--- src/rtl/uart_pkg.sv ---
// Shared UART definitions: one state encoding and default parameters for both link ends.
package uart_pkg;

  localparam int UART_DATA_LEN = 15;
  localparam int UART_CLK_DIV  = 100;

  typedef enum logic [2:0] {
    S_IDLE,
    S_START,
    S_DATA,
    S_STOP,
    S_RESTART
  } uart_state_t;

  // Counter width that stays at least one bit for degenerate (n==1) ranges.
  function automatic int cnt_width(input int n);
    return (n > 1) ? $clog2(n) : 1;
  endfunction

endpackage

--- src/rtl/uart_tx_if.sv ---
// Word-level handshake plus serial line of the UART transmitter.
interface uart_tx_if
  import uart_pkg::*;
#(
  parameter int DATA_LEN = UART_DATA_LEN
);
  logic [DATA_LEN-1:0] tx_data;
  logic                tx_valid;
  logic                tx_ready;
  logic                tx_b;
  logic                tx_done;

  modport master (
    output tx_data,
    output tx_valid,
    input  tx_ready,
    input  tx_b,
    input  tx_done
  );

  modport slave (
    input  tx_data,
    input  tx_valid,
    output tx_ready,
    output tx_b,
    output tx_done
  );
endinterface

--- src/rtl/uart_baud_cnt.sv ---
// Bit-period counter: wraps at clk_div-1, flags both the last cycle and the one before it.
module uart_baud_cnt
  import uart_pkg::*;
#(
  parameter int CLK_DIV = UART_CLK_DIV
) (
  input  logic clk,
  input  logic rst,
  input  logic clr_i,
  input  logic en_i,
  output logic tick_o,
  output logic pre_tick_o
);
  localparam int CW = $clog2(CLK_DIV);
  localparam logic [CW-1:0] CNT_MAX = CW'(CLK_DIV - 1);
  localparam logic [CW-1:0] CNT_PRE = CW'(CLK_DIV - 2);

  logic [CW-1:0] cnt_q;

  assign tick_o     = en_i && (cnt_q == CNT_MAX);
  // Lets registered outputs line up with the final cycle of a bit period.
  assign pre_tick_o = en_i && (cnt_q == CNT_PRE);

  always_ff @(posedge clk) begin
    if (rst || clr_i) begin
      cnt_q <= '0;
    end else if (en_i) begin
      cnt_q <= (cnt_q == CNT_MAX) ? '0 : cnt_q + CW'(1);
    end
  end
endmodule

--- src/rtl/uart_tx.sv ---
// UART transmitter: start bit, DATA_LEN bits LSB first, stop bit, CLK_DIV cycles per bit.
//   state   | meaning
//   S_IDLE  | line high, ready for a word
//   S_START | line low for one bit period
//   S_DATA  | shifting data bits out LSB first
//   S_STOP  | line high, tx_done in the last cycle
module uart_tx
  import uart_pkg::*;
#(
  parameter int DATA_LEN = UART_DATA_LEN,
  parameter int CLK_DIV  = UART_CLK_DIV
) (
  input logic      clk,
  input logic      rst,
  uart_tx_if.slave bus
);
  localparam int BW = cnt_width(DATA_LEN);
  localparam logic [BW-1:0] BIT_MAX = BW'(DATA_LEN - 1);

  uart_state_t         state_q;
  logic [DATA_LEN-1:0] shift_q;
  logic [DATA_LEN-1:0] shift_d;
  logic [BW-1:0]       bit_q;
  logic                tx_b_q;
  logic                tx_done_q;
  logic                tick;
  logic                pre_tick;
  logic                accept;

  assign bus.tx_ready = (state_q == S_IDLE) && !rst;
  assign bus.tx_b     = tx_b_q;
  assign bus.tx_done  = tx_done_q;
  assign accept       = bus.tx_valid && bus.tx_ready;
  assign shift_d      = shift_q >> 1;

  uart_baud_cnt #(.CLK_DIV(CLK_DIV)) u_baud (
    .clk       (clk),
    .rst       (rst),
    .clr_i     (state_q == S_IDLE),
    .en_i      (state_q != S_IDLE),
    .tick_o    (tick),
    .pre_tick_o(pre_tick)
  );

  // tx_b_q is loaded with the value of the upcoming bit so the line changes on bit boundaries.
  always_ff @(posedge clk) begin
    if (rst) begin
      state_q   <= S_IDLE;
      shift_q   <= '0;
      bit_q     <= '0;
      tx_b_q    <= 1'b1;
      tx_done_q <= 1'b0;
    end else begin
      tx_done_q <= 1'b0;
      case (state_q)
        S_IDLE: begin
          if (accept) begin
            shift_q <= bus.tx_data;
            tx_b_q  <= 1'b0;
            state_q <= S_START;
          end
        end
        S_START: begin
          if (tick) begin
            bit_q   <= '0;
            tx_b_q  <= shift_q[0];
            state_q <= S_DATA;
          end
        end
        S_DATA: begin
          if (tick) begin
            shift_q <= shift_d;
            if (bit_q == BIT_MAX) begin
              tx_b_q  <= 1'b1;
              state_q <= S_STOP;
            end else begin
              bit_q  <= bit_q + BW'(1);
              tx_b_q <= shift_d[0];
            end
          end
        end
        S_STOP: begin
          if (pre_tick) tx_done_q <= 1'b1;
          if (tick) state_q <= S_IDLE;
        end
        default: begin
          tx_b_q  <= 1'b1;
          state_q <= S_IDLE;
        end
      endcase
    end
  end
endmodule

--- src/flat_wrapper.sv ---
// flat-port wrapper written by rule: the top's interface ports become plain ports
module uart_tx_flat import uart_pkg::*;
#(
  parameter int DATA_LEN = UART_DATA_LEN,
  parameter int CLK_DIV  = UART_CLK_DIV
)
  (clk, rst, bus_tx_data, bus_tx_valid, bus_tx_ready, bus_tx_b, bus_tx_done);
  uart_tx_if #(.DATA_LEN(DATA_LEN)) bus_i ();
  input logic clk;
  input logic rst;
  input wire logic [$bits(bus_i.tx_data)-1:0] bus_tx_data;
  input wire logic [$bits(bus_i.tx_valid)-1:0] bus_tx_valid;
  output wire logic [$bits(bus_i.tx_ready)-1:0] bus_tx_ready;
  output wire logic [$bits(bus_i.tx_b)-1:0] bus_tx_b;
  output wire logic [$bits(bus_i.tx_done)-1:0] bus_tx_done;
  assign bus_i.tx_data = bus_tx_data;
  assign bus_i.tx_valid = bus_tx_valid;
  assign bus_tx_ready = bus_i.tx_ready;
  assign bus_tx_b = bus_i.tx_b;
  assign bus_tx_done = bus_i.tx_done;
  uart_tx #(.DATA_LEN(DATA_LEN), .CLK_DIV(CLK_DIV)) u_core (.clk(clk), .rst(rst), .bus(bus_i));
endmodule
--- config.mk ---
export PLATFORM = sky130hd
export DESIGN_NAME = uart_tx_flat
export DESIGN_NICKNAME = d
export VERILOG_FILES = /design/src/rtl/uart_pkg.sv /design/src/rtl/uart_tx_if.sv /design/src/rtl/uart_baud_cnt.sv /design/src/rtl/uart_tx.sv /design/src/flat_wrapper.sv
export SDC_FILE = /design/constraint.sdc
export NUM_CORES = 1
export LEC_CHECK = 0
export CAP_MARGIN = 20
export CORE_MARGIN = 4
export CORE_UTILIZATION = 46
export DETAILED_ROUTE_END_ITERATION = 7
export PLACE_DENSITY = 0.67
export SETUP_SLACK_MARGIN = 0.1
export SYNTH_ARGS = -nofsm -noshare
export SYNTH_HDL_FRONTEND = slang
export SYNTH_SLANG_ARGS = --single-unit
--- constraint.sdc ---
create_clock -name clk -period 2.47 [get_ports clk]
set_clock_uncertainty 0.1 [all_clocks]
set_input_delay 0.3705 -clock clk [delete_from_list [all_inputs] [get_ports clk]]
set_output_delay 0.3705 -clock clk [all_outputs]
set_load 0.02 [all_outputs]
==> impl_metrics.ini <==
[power_and_ir_drop]
power.switching_mw = 0.486
vdd_drop_max_v = 0.000345
powerDensity_nw_per_um2 = 784
power.static_leakage_nw = 0.640
share_seq_of_total_power = 0.423
power.internal_mw = 0.952
switching_share = 0.338
combinationalPowerShare = 0.380
total_chip_power_mw = 1.44
pwr-share-clk = 0.197

[sta]
period_needed_ns = 2.26
setup_repair_after_global_routing_missed_its_margin = no
report.final.slew_viol_count = 0
timing.max_slew.rel_slack = 0.716
setup_viol = 0
hold_viol_final = 0
setup_ws_ns = 0.213
max_clock_freq_mhz = 443
timing.setup.tns_ns = 0
min_period_over_period = 0.914
post_route_worst_hold_slack_ns = 0.375
max_slew.worst_pin.slew_ns = 0.416

[logic_synthesis]
synth_area_per_cell_sq_um = 9.24
register_bit_count_reported_by_yosys = 30
netlist_area_sq_um = 1520
mappedNetlistNets = 192
ys_seq_area_frac = 0.394
synth-warning-count = 0
netlist-cell-type-count = 38
syn-instance-count = 165

[route]
finalWirelength_um = 2880
routed_wirelength_normalized_by_instance_count_um = 12.5
drt_drc_violations_left = 0
initialDrtViolationCount = 84
count_of_vias_placed_by_the_detailed_router = 1211
vias_per_cell = 5.27
route.antenna.remaining_nets = 0
drt_first_pass_iters = 4

[clocking]
ctsHtreeMaxLevel = 2
cts_root_buffer = clkbuf_4
clockBufferDepth = 2
postCtsResizedCells = 1
cts.repair_timing.setup_buffer_count = 0
tritoncts_clock_tree = built
numCtsBuffers = 5
cts_num_sinks = 30
cts.reportedPaths.clkPinSlew_ns = 0.08
clk_latency_ns = 0.32
cts_hold_buf = 0

[critical_path]
startpoint_type = register
cp_max_fo = 12
cp_num_buf_inv = 2
worst-setup-path-type = register to output pin
crit_family = buffers and inverters
crit_chain = inv_1 > ha_4 > nor2b_1 > clkdlybuf4s50_1
worst_path_max_delay_cell = clkdlybuf4s50_1
critPathRequiredTime_ns = 2.00
crit_path_end_kind = output pin
max_stage_delay_ns = 0.60
cp.arrival_ns = 1.79

[global_route]
antenna_found_initial = 0
largest_net_degree_at_the_start_of_global_routing = 30
grt_remaining_overflow = 0
gr-usage-all-layers = 0.148
grt_pass1_wl_um = 4840
grt_pass1_vias = 1126

[run_status]
status = finished, final reports clean

[floorplanning]
row_count = 20
die_width_um = 65.6
die_y_um = 65.6
floorplan.core_area_sq_um = 3100
start_util = 0.491
dieArea_sq_um = 4300
top_level_ports = 21

[layout]
finalNetCount = 214
final_common_cell = nor2_1
layout.cells.most_common_list = nor2_1, dfxtp_1, clkdlybuf4s50_1
fin_area_sq_um = 1830
multi_input_comb_area_sq_um = 871
sequential_cell_area_sq_um = 601
layout.filler_cells = 295
insertedDiodeCount = 0
drive_gt1_frac = 0.0860
area_added_between_synthesis_and_finish_pct = 20.4

[place]
gp_congestion = 0.753
portBuffers = 20
hpwlAfterDp_um = 2090
place_ws_ns = 0.356
postPlaceCellArea_sq_um = 1770

[run]
maxCapViolCount = 0

[hold_path]
worstHoldPathType = register to register
[cell usage after synthesis]
master	n	area [sq um]
nor2_1	32	120
dfxtp_1	30	601
mux2i_1	17	170
a211oi_1	15	113
ha_1	9	113
inv_1	6	22.5
a21oi_1	5	25.0
buf_2	4	20.0
clkbuf_1	3	11.3
nand3_1	3	15.0
nand4bb_1	3	33.8
o21ai_1	3	15.0
xnor2_1	3	26.3
nand2_1	2	7.51
nand4_1	2	12.5
nand4b_1	2	17.5
nor2b_1	2	12.5
nor3_1	2	10.0
o21ai_0	2	10.0
xor2_1	2	17.5
a2111oi_0	1	8.76
a211o_1	1	8.76
a21oi_2	1	8.76
a22o_1	1	8.76
and2_1	1	6.26
and4_1	1	8.76
and4b_1	1	10.0
and4bb_2	1	12.5
buf_1	1	3.75
buf_4	1	7.51
inv_2	1	3.75
nand2b_1	1	6.26
nor3b_4	1	18.8
o31ai_1	1	7.51
o41ai_1	1	8.76
or3_1	1	6.26
or3b_1	1	8.76
or4_1	1	7.51
[registers in the layout, summed over array words and instances (netlist names)]
signal               count
u_core.bus.tx_done       1
u_core.bus.tx_b          1
u_core.state_q           2
u_core.bit_q             4
u_core.u_baud.cnt_q      7
u_core.shift_q          15
[cell type report]
type                       instances  area share
multi-input combinational        119       0.475
tap                               44      0.0300
timing repair buffer              24       0.126
clock buffer                       6      0.0280
inverter                           7      0.0143
sequential                        30       0.327
[kinds of logic (layout without fill, tap and decap cells)]
family,after synthesis,in the layout,share of synthesized area
simple gates,57,57,0.206
mux,17,17,0.112
fa+ha+maj,9,9,0.0739
flops,30,30,0.394
compound gates,31,31,0.140
buf+inv,16,37,0.0452
xor+xnor,5,5,0.0287
[power groups by stage]
stage	clock network [mW]	registers (mW)	logic (mW)
2_1_floorplan	0	0.617	0.388
3_3_place_gp	0	0.614	0.507
3_5_place_dp	0	0.621	0.520
4_1_cts	0.291	0.609	0.529
5_1_grt	0.317	0.619	0.603
6_report	0.283	0.609	0.547
[through the flow]
stage,std cells,util
6_report,230,0.591
5_1_grt,230,0.591
4_1_cts,230,0.588
3_5_place_dp,224,0.571
3_3_place_gp,224,0.571
2_1_floorplan,165,-
[path summary, 6_finish.rpt]
kind	startpoint	end	slack, ns	depth (start not counted)
min reg2reg	u_core.u_baud.cnt_q[0]$_SDFFE_PP0P_	u_core.u_baud.cnt_q[0]$_SDFFE_PP0P_	0.38	1
min	u_core.u_baud.cnt_q[0]$_SDFFE_PP0P_	u_core.u_baud.cnt_q[0]$_SDFFE_PP0P_	0.38	1
max reg2reg	u_core.state_q[0]$_SDFFE_PP0P_	u_core.state_q[0]$_SDFFE_PP0P_	0.41	6
max	u_core.state_q[0]$_SDFFE_PP0P_	bus_tx_ready	0.21	4
[worst reg2reg max path, delay by kind of cell, from the launching register on]
family	cells	cell delay [ns]
flops	1	0.42
fa+ha+maj	1	0.27
buf+inv	2	0.33
simple gates	1	0.47
compound gates	2	0.40
[layer usage]
metal / GRT usage / wire (um) / up-vias
li1: - / - / 636
met1: 0.178 / 1400 / 545
met2: 0.233 / 1290 / 22
met3: 0.0513 / 112 / 8
met4: 0.0777 / 66 / 0
met5: 0 / 0 / -
No activity file was read; power rests on OpenSTA's default activity.
